--- src/rtl/ecc_codeword_encoder.sv ---
// -----------------------------------------------------------------------------
// ecc_codeword_encoder
//
// Purpose:
//   Extended-Hamming (SEC-DED) encoder on the transmit side of the ECC
//   datapath. A right-aligned data word is turned into an (8,4), (16,11) or
//   (32,26) codeword, selected per word by CODEWORD_WIDTH, and is emitted
//   left-aligned in a 32-bit word. Codeword bits below the selected length
//   are driven to 0. A two-stage elastic valid/ready pipeline sits between
//   the register front-end and the channel.
//
// Ports:
//   clk            in   1          rising-edge clock
//   rst            in   1          synchronous reset, active-high
//   CODEWORD_WIDTH in   2          00 (8,4), 01 (16,11), 10 (32,26), 11 illegal
//   DATA_IN        in   AMBA_WORD  data, right-aligned; bits above K-1 ignored
//   in_valid       in   1          DATA_IN / CODEWORD_WIDTH valid
//   in_ready       out  1          encoder accepts this cycle
//   CODEWORD_OUT   out  AMBA_WORD  encoded word, left-aligned, unused low bits 0
//   out_valid      out  1          CODEWORD_OUT valid
//   out_ready      in   1          downstream accepts
//   width_err      out  1          word was sent with CODEWORD_WIDTH = 11
//   ENC_COUNT      out  CNT_WIDTH  codewords delivered, wraps modulo 2^CNT_WIDTH
// -----------------------------------------------------------------------------
module ecc_codeword_encoder #(
  parameter int AMBA_WORD = 32,
  parameter int CNT_WIDTH = 16
) (
  input  logic                 clk,
  input  logic                 rst,
  input  logic [1:0]           CODEWORD_WIDTH,
  input  logic [AMBA_WORD-1:0] DATA_IN,
  input  logic                 in_valid,
  output logic                 in_ready,
  output logic [AMBA_WORD-1:0] CODEWORD_OUT,
  output logic                 out_valid,
  input  logic                 out_ready,
  output logic                 width_err,
  output logic [CNT_WIDTH-1:0] ENC_COUNT
);

  // Largest data / parity sizes; smaller codes use a prefix of the same map.
  localparam int unsigned KMAX = 32'd26;

  localparam logic [1:0] W_SMALL   = 2'b00;
  localparam logic [1:0] W_MEDIUM  = 2'b01;
  localparam logic [1:0] W_LARGE   = 2'b10;
  localparam logic [1:0] W_ILLEGAL = 2'b11;

  localparam logic [CNT_WIDTH-1:0] CNT_ONE = {{(CNT_WIDTH-1){1'b0}}, 1'b1};

  // ---------------------------------------------------------------------------
  // Hamming helpers
  // ---------------------------------------------------------------------------

  // Column of data bit idx: the idx-th integer >= 3 that is not a power of two
  // (3,5,6,7, 9..15, 17..31). Because the map is shared by all three code
  // sizes, the smaller codes are simply the large code with upper data bits 0.
  function automatic logic [4:0] data_column(input int unsigned idx);
    logic [4:0] col;
    if (idx == 32'd0) begin
      col = 5'd3;
    end else if (idx < 32'd4) begin
      col = 5'(idx + 32'd4);
    end else if (idx < 32'd11) begin
      col = 5'(idx + 32'd5);
    end else begin
      col = 5'(idx + 32'd6);
    end
    return col;
  endfunction

  // p[j] = XOR of data bits whose column has bit j set, i.e. the XOR of the
  // columns of all set data bits.
  function automatic logic [4:0] hamming_parity(input logic [KMAX-1:0] d);
    logic [4:0] p;
    p = 5'd0;
    for (int unsigned i = 32'd0; i < KMAX; i++) begin
      p = p ^ ({5{d[i]}} & data_column(i));
    end
    return p;
  endfunction

  // Overall parity bit: makes the XOR of the whole emitted word zero.
  function automatic logic overall_parity(input logic [KMAX-1:0] d,
                                          input logic [4:0]      p);
    return (^d) ^ (^p);
  endfunction

  // Keep only the K data bits that belong to the selected code size.
  function automatic logic [KMAX-1:0] mask_data(input logic [1:0]           w,
                                                input logic [AMBA_WORD-1:0] din);
    logic [KMAX-1:0] m;
    case (w)
      W_SMALL:   m = {22'd0, din[3:0]};
      W_MEDIUM:  m = {15'd0, din[10:0]};
      W_LARGE:   m = din[KMAX-1:0];
      W_ILLEGAL: m = din[KMAX-1:0];
      default:   m = din[KMAX-1:0];
    endcase
    return m;
  endfunction

  // Assemble the left-aligned codeword. Data is pre-masked, so parity bits
  // above P-1 are already zero and the overall parity covers exactly the
  // bits that are emitted.
  function automatic logic [31:0] build_codeword(input logic [1:0]      w,
                                                 input logic [KMAX-1:0] d);
    logic [4:0]  p;
    logic        ov;
    logic [31:0] cw;
    p  = hamming_parity(d);
    ov = overall_parity(d, p);
    case (w)
      W_SMALL:   cw = {ov, d[3:0],  p[2:0], 24'd0};
      W_MEDIUM:  cw = {ov, d[10:0], p[3:0], 16'd0};
      W_LARGE:   cw = {ov, d, p};
      W_ILLEGAL: cw = {ov, d, p};
      default:   cw = {ov, d, p};
    endcase
    return cw;
  endfunction

  // ---------------------------------------------------------------------------
  // State
  // ---------------------------------------------------------------------------
  logic                 s1_valid_q,  s1_valid_d;
  logic [KMAX-1:0]      s1_data_q,   s1_data_d;
  logic [1:0]           s1_width_q,  s1_width_d;
  logic                 out_valid_q, out_valid_d;
  logic [31:0]          codeword_q,  codeword_d;
  logic                 width_err_q, width_err_d;
  logic [CNT_WIDTH-1:0] enc_count_q, enc_count_d;

  logic in_ready_s;
  logic s1_load_s;
  logic s2_load_s;
  logic deliver_s;

  // Handshake decode: S1 can take a word whenever it is empty or is about to
  // move into S2; S2 moves whenever the output slot is empty or draining.
  always_comb begin
    in_ready_s = (!s1_valid_q) || (!out_valid_q) || out_ready;
    s1_load_s  = in_valid && in_ready_s;
    s2_load_s  = s1_valid_q && ((!out_valid_q) || out_ready);
    deliver_s  = out_valid_q && out_ready;
  end

  // Stage 1 next state: capture masked data and its code size with the word.
  always_comb begin
    s1_valid_d = s1_valid_q;
    s1_data_d  = s1_data_q;
    s1_width_d = s1_width_q;
    if (s1_load_s) begin
      s1_valid_d = 1'b1;
      s1_data_d  = mask_data(CODEWORD_WIDTH, DATA_IN);
      s1_width_d = CODEWORD_WIDTH;
    end else if (s2_load_s) begin
      s1_valid_d = 1'b0;
    end else begin
      s1_valid_d = s1_valid_q;
    end
  end

  // Stage 2 next state: encode on transfer, hold while stalled.
  always_comb begin
    out_valid_d = out_valid_q;
    codeword_d  = codeword_q;
    width_err_d = width_err_q;
    if (s2_load_s) begin
      out_valid_d = 1'b1;
      codeword_d  = build_codeword(s1_width_q, s1_data_q);
      width_err_d = (s1_width_q == W_ILLEGAL);
    end else if (deliver_s) begin
      out_valid_d = 1'b0;
    end else begin
      out_valid_d = out_valid_q;
    end
  end

  // Delivered-codeword counter, free-running modulo 2^CNT_WIDTH.
  always_comb begin
    if (deliver_s) begin
      enc_count_d = enc_count_q + CNT_ONE;
    end else begin
      enc_count_d = enc_count_q;
    end
  end

  // Pipeline and counter registers; reset discards any in-flight words.
  always_ff @(posedge clk) begin
    if (rst) begin
      s1_valid_q  <= 1'b0;
      s1_data_q   <= {KMAX{1'b0}};
      s1_width_q  <= 2'b00;
      out_valid_q <= 1'b0;
      codeword_q  <= 32'd0;
      width_err_q <= 1'b0;
      enc_count_q <= {CNT_WIDTH{1'b0}};
    end else begin
      s1_valid_q  <= s1_valid_d;
      s1_data_q   <= s1_data_d;
      s1_width_q  <= s1_width_d;
      out_valid_q <= out_valid_d;
      codeword_q  <= codeword_d;
      width_err_q <= width_err_d;
      enc_count_q <= enc_count_d;
    end
  end

  // in_ready is deliberately combinational from out_ready so a full pipeline
  // can accept a new word in the same cycle the output drains.
  assign in_ready     = in_ready_s;
  assign CODEWORD_OUT = AMBA_WORD'(codeword_q);
  assign out_valid    = out_valid_q;
  assign width_err    = width_err_q;
  assign ENC_COUNT    = enc_count_q;

endmodule

--- config.mk ---
export PLATFORM = sky130hd
export DESIGN_NAME = ecc_codeword_encoder
export DESIGN_NICKNAME = d
export VERILOG_FILES = /design/src/rtl/ecc_codeword_encoder.sv
export SDC_FILE = /design/constraint.sdc
export NUM_CORES = 1
export LEC_CHECK = 0
export ABC_AREA = 1
export BUFFER_PORTS_ARGS = -buffer_cell sky130_fd_sc_hd__buf_2
export CORE_MARGIN = 4
export CORE_UTILIZATION = 55
export DETAILED_ROUTE_END_ITERATION = 6
export PLACE_DENSITY = 0.8
export SLEW_MARGIN = 20
export SYNTH_ARGS = -nofsm -noshare
export SYNTH_HDL_FRONTEND = slang
export SYNTH_SLANG_ARGS = --single-unit
--- constraint.sdc ---
create_clock -name clk -period 2.11 [get_ports clk]
set_input_delay 0.211 -clock clk [delete_from_list [all_inputs] [get_ports clk]]
set_output_delay 0.211 -clock clk [all_outputs]
set_load 0.01 [all_outputs]
-- After elaboration in Yosys (flattened, before gate mapping)
Index checks and enable logic that the tools add are counted.
- register bits: 79
- bitwise operators: 52
- add/sub/neg operators: 1
- reductions and logical operators: 16
- equal/unequal tests: 6
- muxes and demuxes: 32
- operators with widths (cell ; count):
    5-bit bitwise AND ; 26
    5-bit 2-to-1 mux ; 26
    5-bit bitwise XOR ; 25
    32-bit one-hot mux with 3 select lines ; 1
    26-bit one-hot mux with 3 select lines ; 1
    26-bit XOR reduction ; 1
    16-bit by 1-bit adder with 16-bit output, second input constant ; 1
    2-bit == test, second input constant ; 4
    5-bit XOR reduction ; 1
    2-bit by 1-bit == test with 1-bit output, second input constant ; 2
    2-bit zero test ; 2
    1-bit 2-to-1 mux ; 4
    2-bit nonzero test ; 2
    2-bit OR reduction ; 2
    1-bit logical AND ; 3
    1-bit logical OR ; 3
    1-bit zero test ; 2
    1-bit bitwise XOR ; 1

-- Longest topological paths before layout
- depth in word-level cells: 33
- depth in mapped cells: 19

-- Worst setup path before layout
Ideal clock, no wire load.
- path kind: reg2reg
- start: reg enc_count_q[0], in the netlist ENC_COUNT[0]
- end: reg enc_count_q[14], in the netlist ENC_COUNT[14]
- cell stages (with the launch flop): 11
- library setup time: 0.128 ns
- path slack: 0.411 ns
- path buffers: 0
- arrival: 1.571 ns
- cells stage by stage: dfxtp_1 ha_1 nand3_1 nor2_1 nand2_1 nor2_2 nand3_2 nor3_2 nand4_1 xor2_1 nor2_1
- longest elaborated chain between the ends: 1
- ends and longest elaborated chain (item ; RTL line ; RTL):
    start: declaration ; 133 ; logic [CNT_WIDTH-1:0] enc_count_q, enc_count_d;
    start signal: assignment ; 199 ; enc_count_q <= {CNT_WIDTH{1'b0}};
    start signal: assignment ; 207 ; enc_count_q <= enc_count_d;
    16-bit by 1-bit adder with 16-bit output ; 184 ; enc_count_d = enc_count_q + CNT_ONE;
Every way passes these cells.
A chain may end at the register's enable or synchronous reset.

-- Worst setup path in the final report
- start: reg s1_data_q[8]
- end: reg codeword_q[31], in the netlist CODEWORD_OUT[31]
- longest elaborated chain between the ends: 22
- ends and longest elaborated chain (item ; RTL line ; RTL):
    start: declaration ; 128 ; logic [KMAX-1:0] s1_data_q, s1_data_d;
    start signal: assignment ; 194 ; s1_data_q <= {KMAX{1'b0}};
    start signal: assignment ; 202 ; s1_data_q <= s1_data_d;
    5-bit bitwise AND ; 79 ; p = p ^ ({5{d[i]}} & data_column(i));
    5-bit bitwise XOR (18 in series) ; 79 ;
    5-bit XOR reduction ; 87 ; return (^d) ^ (^p);
    1-bit bitwise XOR * ; 87 ;
    32-bit one-hot mux with 3 select lines * ; 114 ; case (w)
    end signal: assignment ; 205 ; codeword_q <= codeword_d;
    end: declaration ; 131 ; logic [31:0] codeword_q, codeword_d;
Every way passes the cells marked *; elsewhere a longest branch is shown, timed or not. The select of a mux whose other input is x is not followed.

==> results.sh <==
export IMPL_drcViolationCount=0
export IMPL_cap_violations=0
export IMPL_rows=32
export IMPL_vias_per_cell=5.37
export IMPL_hold_buffers=0
export IMPL_r2r_end="CODEWORD_OUT[31]"
export IMPL_crit_arrival_ns=2.17
export IMPL_power_density_mw_per_mm2=708
export IMPL_r2r_start="s1_data_q[8]"
export IMPL_grt_pass1_vias=4404
export IMPL_relSlewSlack_pct=49.1
export IMPL_fp_dieArea_mm2=0.00956
export IMPL_clk_pin_slew_ns=0.09
export IMPL_grt_busiest_layer="met2"
export IMPL_worstHoldPathCells=3
export IMPL_synthFlopType="dfxtp_1"
export IMPL_gp_congestion=0.959
export IMPL_ant_nets=0
export IMPL_yosysTopAreaCell="dfxtp_1"
export IMPL_dp_cells=898
export IMPL_synthArstFlopShare_pct=0
export IMPL_max_clock_path_buffers=2
export IMPL_fmax_ghz=0.524
export IMPL_start_kind="register"
export IMPL_hold_viol_final=0
export IMPL_tritoncts="done"
export IMPL_min_period_ns=1.91
export IMPL_drv_slew=0
export IMPL_gr_usage_met1_pct=34.1
export IMPL_cp_max_fo=5
export IMPL_cts_root_buf="clkbuf_8"
export IMPL_seq_area_frac_synth_pct=35.7
export IMPL_dr_pass1_iters=7
export IMPL_antenna_found_initial=0
export IMPL_hpwl_um=9550
export IMPL_io_pins=89
export IMPL_ys_seq_elements=79
export IMPL_synth_area_leaders="dfxtp_1 36%, nand2_1 26%, a21oi_1 7.5%, nand3_1 5.2%, inv_1 4.5%"
export IMPL_end_kind="register"
export IMPL_ys_types=32
export IMPL_power_mw=3.64
export IMPL_min_path_type="in -> reg"
export IMPL_stdcell_count=914
export IMPL_fin_crit_sh_pct=90.5
export IMPL_start_util_pct=57.0
export IMPL_dieWidth_um=97.8
export IMPL_p_leak_nw=2.52
export IMPL_ctsHtreeMaxLevel=3
export IMPL_portBuffers=82
export IMPL_n_antenna_cell=0
export IMPL_hold_path_end="s1_data_q[17]"
export IMPL_final_cell_mix="307 x nand2_1, 82 x buf_2, 76 x dfxtp_1, 66 x a21oi_1, 53 x inv_1"
export IMPL_clkSinkCount=79
export IMPL_finalClockSkew_ns=0.0136
export IMPL_hp_start="DATA_IN[17]"
export IMPL_drt_wl_total_um=12600
export IMPL_vias=4908
export IMPL_grtUsageTotal_pct=25.9
export IMPL_syn_num_nets=766
export IMPL_rrSetupSlack_ns=0.20
export IMPL_final_nets=846
export IMPL_setup_tns_ns=0
export IMPL_cts_buffers=9
export IMPL_syn_mean_instance_area_um2=6.09
export IMPL_synth_edff_count=0
export IMPL_post_drt_wl_per_cell_um=13.8
export IMPL_ir_worst_vdd_mv=0.428
export IMPL_yosys_warnings=0
export IMPL_core_mm2=0.00777
export IMPL_yosysTopAreaCellShare_pct=35.7
export IMPL_overflow=0
export IMPL_critPathKind="reg -> reg"
export IMPL_finalSetupViolCount=0
export IMPL_synth_cells=727
export IMPL_drt_iter0_drc=281
export IMPL_grt_setup_unrepaired="no"
export IMPL_grt_max_degree=54
export IMPL_gr_usage_met2_pct=42.6
export IMPL_mostFrequentLayoutCell="nand2_1"
export IMPL_status="complete, no violations"
export IMPL_layout_drive_gt1_share_pct=20.9
export IMPL_worst_slew_pin_slew_ns=0.763
export IMPL_grt_pass1_wl_um=20400
export IMPL_insertion_delay_ns=0.36
export IMPL_syn_area_mm2=0.00443
export IMPL_rr_worst_depth=15
export IMPL_syn_to_final_growth_pct=16.2
export IMPL_worst_ep_required_time_ns=2.37
export IMPL_dieHeight_um=97.8
export IMPL_grt_util_met3_pct=5.00
## flip-flops by register name (all words and copies together) (netlist names)
register      flops
CODEWORD_OUT     32
s1_data_q        26
ENC_COUNT        16
s1_width_q        2
out_valid         1
s1_valid_q        1
width_err         1
## worst max-delay path, cell delays in order, from the launching register on
cell     delay (ns)
dfxtp_1        0.43
inv_1          0.15
nand2_1        0.08
nand2_1        0.10
nand2_1        0.13
nand2_2        0.08
nand3_1        0.08
nand2_1        0.07
nand2_1        0.12
nand2_4        0.10
nand2_2        0.07
nand3_1        0.10
nand2_2        0.10
nand3_1        0.07
nand2_1        0.09
a21oi_2        0.05
## synth_stat cells, types with 3 or more instances
master    number
nand2_1      307
dfxtp_1       79
a21oi_1       66
inv_1         53
nand3_1       46
nor2_1        40
nand2_2       28
o21ai_0       20
clkbuf_1      19
inv_2         18
a31oi_1        8
a211oi_1       7
o22ai_1        7
nand4_1        4
buf_4          3
## cell families (layout without fill, tap and decap cells)
family                   Yosys count  count (layout)  synth area share, %
AO/OA/AOI/OAI                    111             111                 13.6
buffers and inverters             97             182                 8.53
AND/OR/NAND/NOR                  434             434                 40.7
XOR/XNOR                           5               5                 1.16
adder cells (fa/ha/maj)            1               1                0.282
flip-flops                        79              79                 35.7
## worst max path at each step
stage / start / to / slack, ns / cells after the start
3_5_place_dp: out_valid / ENC_COUNT[15] / 0.21 / 12
4_1_cts: out_valid / ENC_COUNT[15] / 0.17 / 12
2_1_floorplan: ENC_COUNT[0] / ENC_COUNT[14] / 0.41 / 10
6_report: s1_data_q[8] / CODEWORD_OUT[31] / 0.20 / 15
3_3_place_gp: s1_data_q[8] / CODEWORD_OUT[31] / 0.26 / 15
5_1_grt: s1_data_q[25] / CODEWORD_OUT[31] / 0.009 / 17
## cell type report
type | instances | area [um2]
Fill cell | 742 | 2620
Timing Repair Buffer | 94 | 500
Multi-Input combinational cell | 551 | 2480
Inverter | 72 | 270
Sequential cell | 79 | 1590
Clock buffer | 10 | 138
Clock inverter | 6 | 50.0
Tap cell | 102 | 128
## routing by layer
metal,up-vias,wire length [um]
met2,187,5980
met5,-,0
met4,0,280
met1,2232,5360
li1,2463,-
met3,26,1020
## power by group
| part | total [mW] | switching [mW] | internal, mW | leakage [nW] |
|---|---|---|---|---|
| logic | 0.946 | 0.623 | 0.323 | 1.78 |
| registers | 1.60 | 0.0587 | 1.54 | 0.645 |
| clock network | 1.10 | 0.619 | 0.476 | 0.0952 |
## through the flow
step                utilization (%)  hold WS (ns)  setup WS, ns  cell area, um2
global placement               63.7         0.443         0.258            4950
finish                         66.3         0.100         0.201            5150
detailed placement             63.7         0.455         0.206            4950
CTS                            66.2         0.108         0.170            5140
global route                   66.3         0.105       0.00872            5150
floorplan                         -         0.346         0.411            4430
## what timing repair did
item | 4_1_cts | 5_1_grt
endpoints found under the hold margin | 0 | 0
setup endpoints to repair | 0 | 2
resized for setup | 0 | 5
buffers inserted | 0 | 0
No activity file was read; power rests on OpenSTA's default activity.
